File: src/rtl/ifetch_ctrl.sv
// Instruction fetch controller: issues sequential fetches to a 1-cycle synchronous
// instruction memory and buffers responses in a small FIFO toward decode.
module ifetch_ctrl #(
  parameter logic [31:0] RESET_PC   = 32'h0000_0000,
  parameter int unsigned FIFO_DEPTH = 2
) (
  input  logic        clk_i,
  input  logic        rst_i,
  output logic [31:0] imem_addr_o,
  input  logic [31:0] imem_inst_i,
  input  logic        redirect_valid_i,
  input  logic [31:0] redirect_pc_i,
  output logic        if_valid_o,
  input  logic        if_ready_i,
  output logic [31:0] if_inst_o,
  output logic [31:0] if_pc_o
);

  localparam int unsigned PtrW = $clog2(FIFO_DEPTH);
  localparam int unsigned CntW = PtrW + 1;
  localparam logic [CntW-1:0] DepthC = CntW'(FIFO_DEPTH);

  logic [31:0]     fetch_pc_q;
  logic [31:0]     inflight_pc_q;
  logic            inflight_q;
  logic [31:0]     inst_q [FIFO_DEPTH];
  logic [31:0]     pc_q   [FIFO_DEPTH];
  logic [PtrW-1:0] rd_ptr_q, wr_ptr_q;
  logic [CntW-1:0] count_q;
  logic [CntW-1:0] occupancy;
  logic            pop, push, issue;

  assign pop  = if_valid_o && if_ready_i;
  assign push = inflight_q && !redirect_valid_i;

  // Reserve a slot for every outstanding response so a push can never find the FIFO full.
  assign occupancy = count_q + CntW'(inflight_q) - CntW'(pop);
  assign issue     = !redirect_valid_i && (occupancy < DepthC);

  always_ff @(posedge clk_i) begin
    if (rst_i) begin
      fetch_pc_q    <= RESET_PC;
      inflight_pc_q <= RESET_PC;
      inflight_q    <= 1'b0;
      rd_ptr_q      <= '0;
      wr_ptr_q      <= '0;
      count_q       <= '0;
    end else if (redirect_valid_i) begin
      fetch_pc_q <= redirect_pc_i & 32'hFFFF_FFFC;
      inflight_q <= 1'b0;
      rd_ptr_q   <= '0;
      wr_ptr_q   <= '0;
      count_q    <= '0;
    end else begin
      if (issue) begin
        fetch_pc_q    <= fetch_pc_q + 32'd4;
        inflight_pc_q <= fetch_pc_q;
      end
      inflight_q <= issue;
      if (push) wr_ptr_q <= wr_ptr_q + PtrW'(1);
      if (pop)  rd_ptr_q <= rd_ptr_q + PtrW'(1);
      count_q <= count_q + CntW'(push) - CntW'(pop);
    end
  end

  // Storage needs no reset; only pointers and count define validity.
  always_ff @(posedge clk_i) begin
    if (!rst_i && push) begin
      inst_q[wr_ptr_q] <= imem_inst_i;
      pc_q[wr_ptr_q]   <= inflight_pc_q;
    end
  end

  assign imem_addr_o = fetch_pc_q;
  assign if_valid_o  = (count_q != '0);
  assign if_inst_o   = inst_q[rd_ptr_q];
  assign if_pc_o     = pc_q[rd_ptr_q];

  overflow_chk: assert property (@(posedge clk_i) disable iff (rst_i)
                                 !(push && !pop && (count_q == DepthC)));

endmodule

File: config.mk
export PLATFORM = sky130hd
export DESIGN_NAME = ifetch_ctrl
export DESIGN_NICKNAME = d
export VERILOG_FILES = /design/src/rtl/ifetch_ctrl.sv
export SDC_FILE = /design/constraint.sdc
export NUM_CORES = 1
export LEC_CHECK = 0
export CORE_UTILIZATION = 55
export CTS_CLUSTER_DIAMETER = 120
export DETAILED_ROUTE_END_ITERATION = 8
export GPL_ROUTABILITY_DRIVEN = 0
export GPL_TIMING_DRIVEN = 0
export PLACE_DENSITY = 0.86
export SETUP_SLACK_MARGIN = 0.1
export SYNTH_ARGS = -nofsm -noshare
export SYNTH_HDL_FRONTEND = slang
export SYNTH_SLANG_ARGS = --single-unit
File: constraint.sdc
create_clock -name clk_i -period 8.8 [get_ports clk_i]
set_clock_uncertainty 0.15 [all_clocks]
set_input_delay 1.76 -clock clk_i [delete_from_list [all_inputs] [get_ports clk_i]]
set_output_delay 1.76 -clock clk_i [all_outputs]
set_load 0.02 [all_outputs]
Yosys cells after proc, flatten, opt, wreduce, memory -nomap -nowiden:

Memory sizes are Yosys's and may differ from the RTL's. A register that Yosys moved wholly into a read port is not among the register bits.
Index checks and enable logic that the tools add are counted.

* word-level logic and storage cells: 36
* input port bits: 68
* bits in registers: 69
* memory bits (writable): 128
* memories: 2
* output and inout port bits: 97

* add/subtract/negate cells: 7
* reductions and logical operators: 10
* bitwise gates (word level): 1
* magnitude comparators: 1
* muxes and demuxes: 8

Memories
* inst_q: words 2, width 32, read ports 1, clocked after Yosys merged registers in 1, wr ports 1, line 26 `logic [31:0] inst_q [FIFO_DEPTH];`
* pc_q: words 2, width 32, read ports 1, clocked after Yosys merged registers in 1, wr ports 1, line 27 `logic [31:0] pc_q [FIFO_DEPTH];`

Operators with widths (count)
* $mux W32: 2
* $add A32 B3 Y32 const B: 1
* $mux W1: 6
* $add A2 B1 Y2: 2
* $logic_and A1 B1 Y1: 4
* $reduce_bool A2 Y1: 2
* $sub A2 B1 Y2: 2
* $add A1 B1 Y1 const B: 2
* $logic_not A1 Y1: 2
* $lt A2 B2 Y1 const B: 1
* $reduce_and A2 Y1: 1
* $reduce_or A2 Y1: 1
* $not A1 Y1: 1

Depth between registers and ports, before layout:

Gate-level depths: netlist (run 1).

* depth in word-level cells: 7
* gate-level depth with buffers: 6
* mapped depth without buffers: 6

Worst setup path before layout (run 1):

No wires, ideal clock.

* kind: in2reg
* from: input port redirect_valid_i
* to: memory inst_q[0][0], enable pin
* library setup time: 482 ps
* cell stages on the path: 4
* arrival time: 4769 ps
* path slack: 3399 ps
* data required time: 8168 ps
* buffers on the path: 1
* path through: clkbuf_1 > nor2_1 > nand2_1 > nor2_1

* word-level cells in the longest chain between the ends: 5

Ends and longest elaborated chain
* from (decl): line 11 `input logic redirect_valid_i,`
* $logic_not A1 Y1: line 34 `assign push = inflight_q && !redirect_valid_i;`
* $logic_and A1 B1 Y1: line 34
* $logic_and A1 B1 Y1: line 68 `if (!rst_i && push) begin`
* $mux W1: line 68
* $mux W1 (not written as such): line 69 `inst_q[wr_ptr_q] <= imem_inst_i;`
* to (decl): line 26

Every way passes these cells.

==> flow_summary.yaml, run 1 <==
synthesis:
  yosysTopAreaCell: "edfxtp_1"
  synth_edf_count: 124
  synth_area_um2: 7606
  synth.area.top_cells: "edfxtp_1 49%, dfxtp_1 17%, mux2_2 9.2%"
  synth_top_area_share_pct: 48.96
  ys_seq_area_share_pct: 66.33
  yosys_warnings: 0
  async_reset_ff_share_pct: 0
  postSynthCellCount: 543
  ys_top_cells_by_count: "124 x edfxtp_1, 66 x dfxtp_1, 62 x mux2_2"
  synth_flop_cell: "edfxtp_1"
  avgSynthCellArea_um2: 14.01
  ys_ff_latch: 190
  yosysMostFrequentCell: "edfxtp_1"
  yosysUniqueCellTypes: 42
worst_setup_path:
  r2r_setup_slack_ns: 6.27
  critPathMaxFanout: 10
  critPathKind: "flop to primary output"
  end_kind: "primary output"
  cp.arrival_ns: 2.58
  critPathLaunchType: "flop"
  reg2reg_from: "imem_addr_o[15]"
  timing.rr.end: "imem_addr_o[24]"
  required_ns: 6.89
  reg2reg_depth: 5
timing:
  period_needed_ns: 4.494
  final-hold-violation-count: 0
  layout_setup_ws_ns: 4.306
  holdWs_ns: 0.3105
  slew_viol_final: 0
  tns_ns: 0
  max_slew_margin_pct: 40.63
  rsz0062_at_grt: "no"
  setup_viol: 0
  tightest_slew_ns: 0.8905
  max_freq_mhz: 222.5
  min_period_over_period_pct: 51.07
floorplan:
  die_h_um: 119.6
  io_pins: 165
  core-area_um2: 13350
  fp-row-count: 42
  die_x_um: 119.6
  start_util_pct: 56.98
  die_area_um2: 14300
routing:
  firstDrtPassIters: 5
  drtAntennaViolNets: 0
  routedWlPerCell_um: 18.81
  vias_per_cell: 5.646
  routed_wl_um: 17170
  drcViolationCount: 0
  num_vias: 5155
  drt_iter0_markers: 442
pwr:
  powerDensity_nw_per_um2: 187.0
  p_leak_nw: 3.342
  p_total_mw: 1.873
  vdd_drop_max_uv: 148.3
min_path:
  holdPathEnd: "pc_q[0][29]"
  min_from: "inflight_pc_q[29]"
  min_path_type: "flop to flop"
  holdPathStages: 0
finish:
  finalNetCount: 794
  synthToLayoutAreaGrowth_pct: 31.65
  drive_above_1_share_pct: 15.47
  diodes: 0
  stdcell_count: 913
placement:
  dp_slack_ns: 4.549
  port_buffers: 157
  hpwl_um: 11840
  dp.cells: 881
grt:
  grt_max_degree: 63
  grt_pass1_vias: 5132
  antenna_found_initial: 0
  overflow: 0
  track_usage_pct: 24.88
  grt_first_pass_wirelength_um: 26680
clock_tree:
  cts_max_level: 4
  cts_buffers: 17
  post-cts-setup-buffers: 0
  clk_latency_ns: 0.43
  cts_resized: 0
  cts_max_path_buffers: 2
  cts_tree: "yes"
  cts_root_buffer: "clkbuf_16"
  cts_hold_buf: 0
  clock_sinks: 190
  clk_pin_slew_ns: 0.07
run_status:
  status: "complete, no violations"
job:
  drv_cap: 0
-- metal layers --
metal	share of wire, %	vias up	GRT usage [%]
met2	50	234	41.40
met3	6.7	41	5.846
met1	40	2485	30.60
met5	0	-	0
li1	-	2395	-
met4	2.4	0	11.95
-- stage by stage --
| step | utilization (%) | instance area (um2) |
|---|---|---|
| floorplan | - | 7617 |
| global placement | 70.49 | 9409 |
| detailed placement | 70.94 | 9469 |
| CTS | 75.02 | 10010 |
| global route | 75.02 | 10010 |
| finish | 75.02 | 10010 |
-- cell type report --
type                    count  area, um2
multi-input cells         317       2417
clock buffers              22      454.2
repair buffers            159       1619
inverters                   6      22.52
fillers                   862       3334
flip-flops and latches    190       5045
clock inverters            10      90.09
plain buffers              33      145.1
well taps                 176      220.2
-- how the worst max path moves through the flow --
stage / slack (ns) / start / endpoint
after global placement: 1.35 / redirect_valid_i / inst_q[0][3]
final: 4.31 / flop / if_pc_o[27]
after global routing: 4.12 / flop / if_pc_o[2]
after CTS: 4.22 / flop / if_pc_o[3]
after floorplan: 3.40 / redirect_valid_i / inst_q[0][0]
after detailed placement: 4.55 / redirect_valid_i / inst_q[0][1]
-- flip-flops by register name, indices dropped and copies added (netlist names), named ones only --
name           cells
inflight_q         1
inflight_pc_q     30
pc_q              60
rd_ptr_q           1
wr_ptr_q           1
inst_q            64
imem_addr_o       30
count_q            2
-- critical path, cell delays in order, from the launching register on --
cell and delay (ns):
dfxtp_1 0.30, clkbuf_1 0.36, clkbuf_1 0.53, mux2_2 0.40, clkdlybuf4s50_1 0.55
-- cells in the final DEF, fill, tap and decap left out, types with 4 or more instances in the layout --
cell / Yosys / routed
edfxtp_1: 124 / 124
buf_4: 4 / 4
inv_1: 5 / 5
o21ai_0: 9 / 9
nand4_1: 10 / 10
or3_1: 5 / 5
a311oi_1: 5 / 5
nand2b_1: 4 / 4
mux2i_1: 30 / 30
nand2_1: 14 / 14
clkdlybuf4s50_1: 0 / 157
buf_2: 5 / 5
conb_1: 1 / 4
xnor2_1: 16 / 16
nand3_1: 6 / 6
mux2_2: 62 / 62
clkbuf_16: 0 / 17
o211ai_1: 4 / 4
and3_1: 5 / 4
xor2_1: 12 / 12
and2_1: 6 / 6
a31oi_1: 4 / 4
clkbuf_1: 24 / 28
o2111ai_1: 4 / 4
a211oi_1: 23 / 23
a2111oi_2: 4 / 4
nor2_1: 61 / 60
o22ai_1: 6 / 6
dfxtp_1: 66 / 66
-- where the power goes --
part	switching, mW	internal [mW]	leakage, nW
clock network	0.317	0.397	0.265
registers	0.0248	0.972	1.61
logic	0.0799	0.0823	1.46
total	0.421	1.45	3.34
-- kinds of logic after synthesis --
| family | after synthesis | share of synthesized area [%] |
|---|---|---|
| flip-flops | 190 | 66.33 |
| AND/OR/NAND/NOR | 123 | 7.764 |
| multiplexers | 92 | 13.13 |
| AO/OA/AOI/OAI | 68 | 6.975 |
| buffers and inverters | 39 | 2.204 |
| XOR/XNOR | 28 | 3.224 |
| adder cells (fa/ha/maj) | 2 | 0.3289 |
| other | 1 | 0.04930 |
No activity file was read; power rests on OpenSTA's default activity.
==> run 2, diff against run 1 <==
--- a/config.mk
+++ b/config.mk
@@ -5,12 +5,12 @@
 export SDC_FILE = /design/constraint.sdc
 export NUM_CORES = 1
 export LEC_CHECK = 0
-export CORE_UTILIZATION = 55
+export CORE_UTILIZATION = 51
 export CTS_CLUSTER_DIAMETER = 120
 export DETAILED_ROUTE_END_ITERATION = 8
 export GPL_ROUTABILITY_DRIVEN = 0
 export GPL_TIMING_DRIVEN = 0
-export PLACE_DENSITY = 0.86
+export PLACE_DENSITY = 0.8
 export SETUP_SLACK_MARGIN = 0.1
 export SYNTH_ARGS = -nofsm -noshare
 export SYNTH_HDL_FRONTEND = slang
==> constraint.sdc (replaced) <==
create_clock -name clk_i -period 4.55 [get_ports clk_i]
set_clock_uncertainty 0.15 [all_clocks]
set_input_delay 0.91 -clock clk_i [delete_from_list [all_inputs] [get_ports clk_i]]
set_output_delay 0.91 -clock clk_i [all_outputs]
set_load 0.02 [all_outputs]
==> run 2 against run 1 <==
- via count is 0.78% lower
- routed wire length increased by 0.53%
- sequential cell count is the same
- worst setup slack worse by 3.4 ns
- highest routed layer unchanged
- critical path depth did not move
- global-route usage fell by 2.0 points
- utilization shrank 5.9 points
==> flow_summary.yaml, run 2 (synthesis gave the netlist of run 1 again) <==
worst_setup_path:
  critPathLaunchType: "flop"
  required_ns: 3.49
  critPathMaxFanout: 10
  path_cells: "clkbuf_1, clkbuf_1, mux2_2, clkdlybuf4s50_1"
  crit_path_max_incr_delay_ns: 0.54
  cp.arrival_ns: 2.61
  critPathKind: "flop to primary output"
  slowest_stage: "clkdlybuf4s50_1"
  cpMostUsedCell: "clkbuf_1"
  end_kind: "primary output"
clock_tree:
  cts_buffers: 17
  clock_sinks: 190
  post-cts-setup-buffers: 0
  cts_max_path_buffers: 2
  clk_pin_slew_ns: 0.07
  cts_resized: 0
  cts_hold_buf: 0
  cts_max_level: 4
  clk_latency_ns: 0.43
  cts_tree: "yes"
  cts_root_buffer: "clkbuf_16"
floorplan:
  die_x_um: 124.1
  core-area_um2: 14530
  die_area_um2: 15410
  fp-row-count: 44
  die_h_um: 124.1
  io_pins: 165
  start_util_pct: 52.33
finish:
  reg_top3: "inst_q (64), pc_q (60)"
  fillers: 1039
  finalNetCount: 794
  largest_reg_flops: 64
  synthToLayoutAreaGrowth_pct: 32.04
  finish.utilization_pct: 69.10
  diodes: 0
  drive_above_1_share_pct: 16.01
  stdcell_count: 921
  final_cell_mix: "157 x clkdlybuf4s50_1, 124 x edfxtp_1, 66 x dfxtp_1, 62 x mux2_2, 60 x nor2_1"
  final_common_cell: "clkdlybuf4s50_1"
  regMostFlops: "inst_q"
  final_cell_area_um2: 10040
placement:
  hpwl_um: 12010
  port_buffers: 157
  dp.cells: 889
  place_area_um2: 9479
routing:
  routed_wl_um: 17260
  drcViolationCount: 0
  wl_met2_um: 8444
  wl_met3_um: 1478
  routedWlPerCell_um: 18.74
  firstDrtPassIters: 5
  vias_per_cell: 5.554
  drt_iter0_markers: 416
  top_layer_used: "met4"
  num_vias: 5115
  drt-met1-wl_um: 6915
  drtAntennaViolNets: 0
pwr:
  p_leak_nw: 3.350
  powerDensity_nw_per_um2: 364.1
  vdd_drop_max_uv: 262.4
  p_total_mw: 3.656
timing:
  max_freq_mhz: 272.8
  max_slew_margin_pct: 40.48
  tightest_slew_ns: 0.8929
  period_needed_ns: 3.666
  min_period_over_period_pct: 80.57
  slew_viol_final: 0
  rsz0062_at_grt: "no"
  setup_viol: 0
  final-hold-violation-count: 0
grt:
  antenna_found_initial: 0
  grt_max_degree: 63
  overflow: 0
  grt_first_pass_wirelength_um: 25900
  grt_pass1_vias: 5012
  track_usage_pct: 22.87
run_status:
  status: "complete, no violations"
min_path:
  min_path_type: "flop to flop"
job:
  drv_cap: 0
-- run 2: cell types whose count changed in the layout (fill, tap and decap cells not counted), sizes merged --
cell | previous run | this run
bufinv | 1 | 0
clkbuf | 46 | 41
clkinv | 4 | 2
inv | 9 | 17
-- run 2: path summary, 6_finish.rpt --
kind	from	to	slack, ns	depth (start not counted)
setup / recovery	flop	if_pc_o[30]	0.88	4
hold / removal	inflight_pc_q[25]	pc_q[0][25]	0.31	0
setup reg to reg	imem_addr_o[3]	imem_addr_o[24]	2.03	6
hold reg to reg	inflight_pc_q[25]	pc_q[0][25]	0.31	0
-- run 2: area by class of cell --
cell class                      count  area [um2]  area share (%)
Buffer                             33       145.1           1.445
Multi-Input combinational cell    317        2417           24.07
Inverter                            6       22.52          0.2242
Clock inverter                     15       138.9           1.383
Timing Repair Buffer              159        1619           16.12
Sequential cell                   190        5045           50.23
Tap cell                          184       230.2           2.292
Clock buffer                       17       425.4           4.236
-- run 2: power by group --
group / internal [mW] / switching, mW / leakage (nW) / total [mW]
clock: 0.726 / 0.689 / 0.274 / 1.42
sequential: 1.88 / 0.0482 / 1.61 / 1.93
combinational: 0.159 / 0.155 / 1.46 / 0.314
total: 2.76 / 0.893 / 3.35 / 3.66
-- run 2: through the flow --
step,hold WS (ns),worst slack [ns],TNS [ns]
after global routing,0.3202,0.6824,0
after floorplan,0.2753,1.033,0
after global placement,0.2827,-0.4345,-38.37
final,0.3091,0.8840,0
after CTS,0.3090,0.7656,0
after detailed placement,0.2929,1.237,0
-- run 2: layer usage --
metal  global-route usage, %  up-vias
met5                       0        -
met3                   5.449       35
met4                   10.34        0
met2                   38.33      224
li1                        -     2396
met1                   27.93     2460
-- run 2: worst max-delay path: cells and delay by family, from the launching register on --
kind	cells	cell delay, ns
flip-flops	1	0.31
multiplexers	1	0.42
buffers and inverters	3	1.45
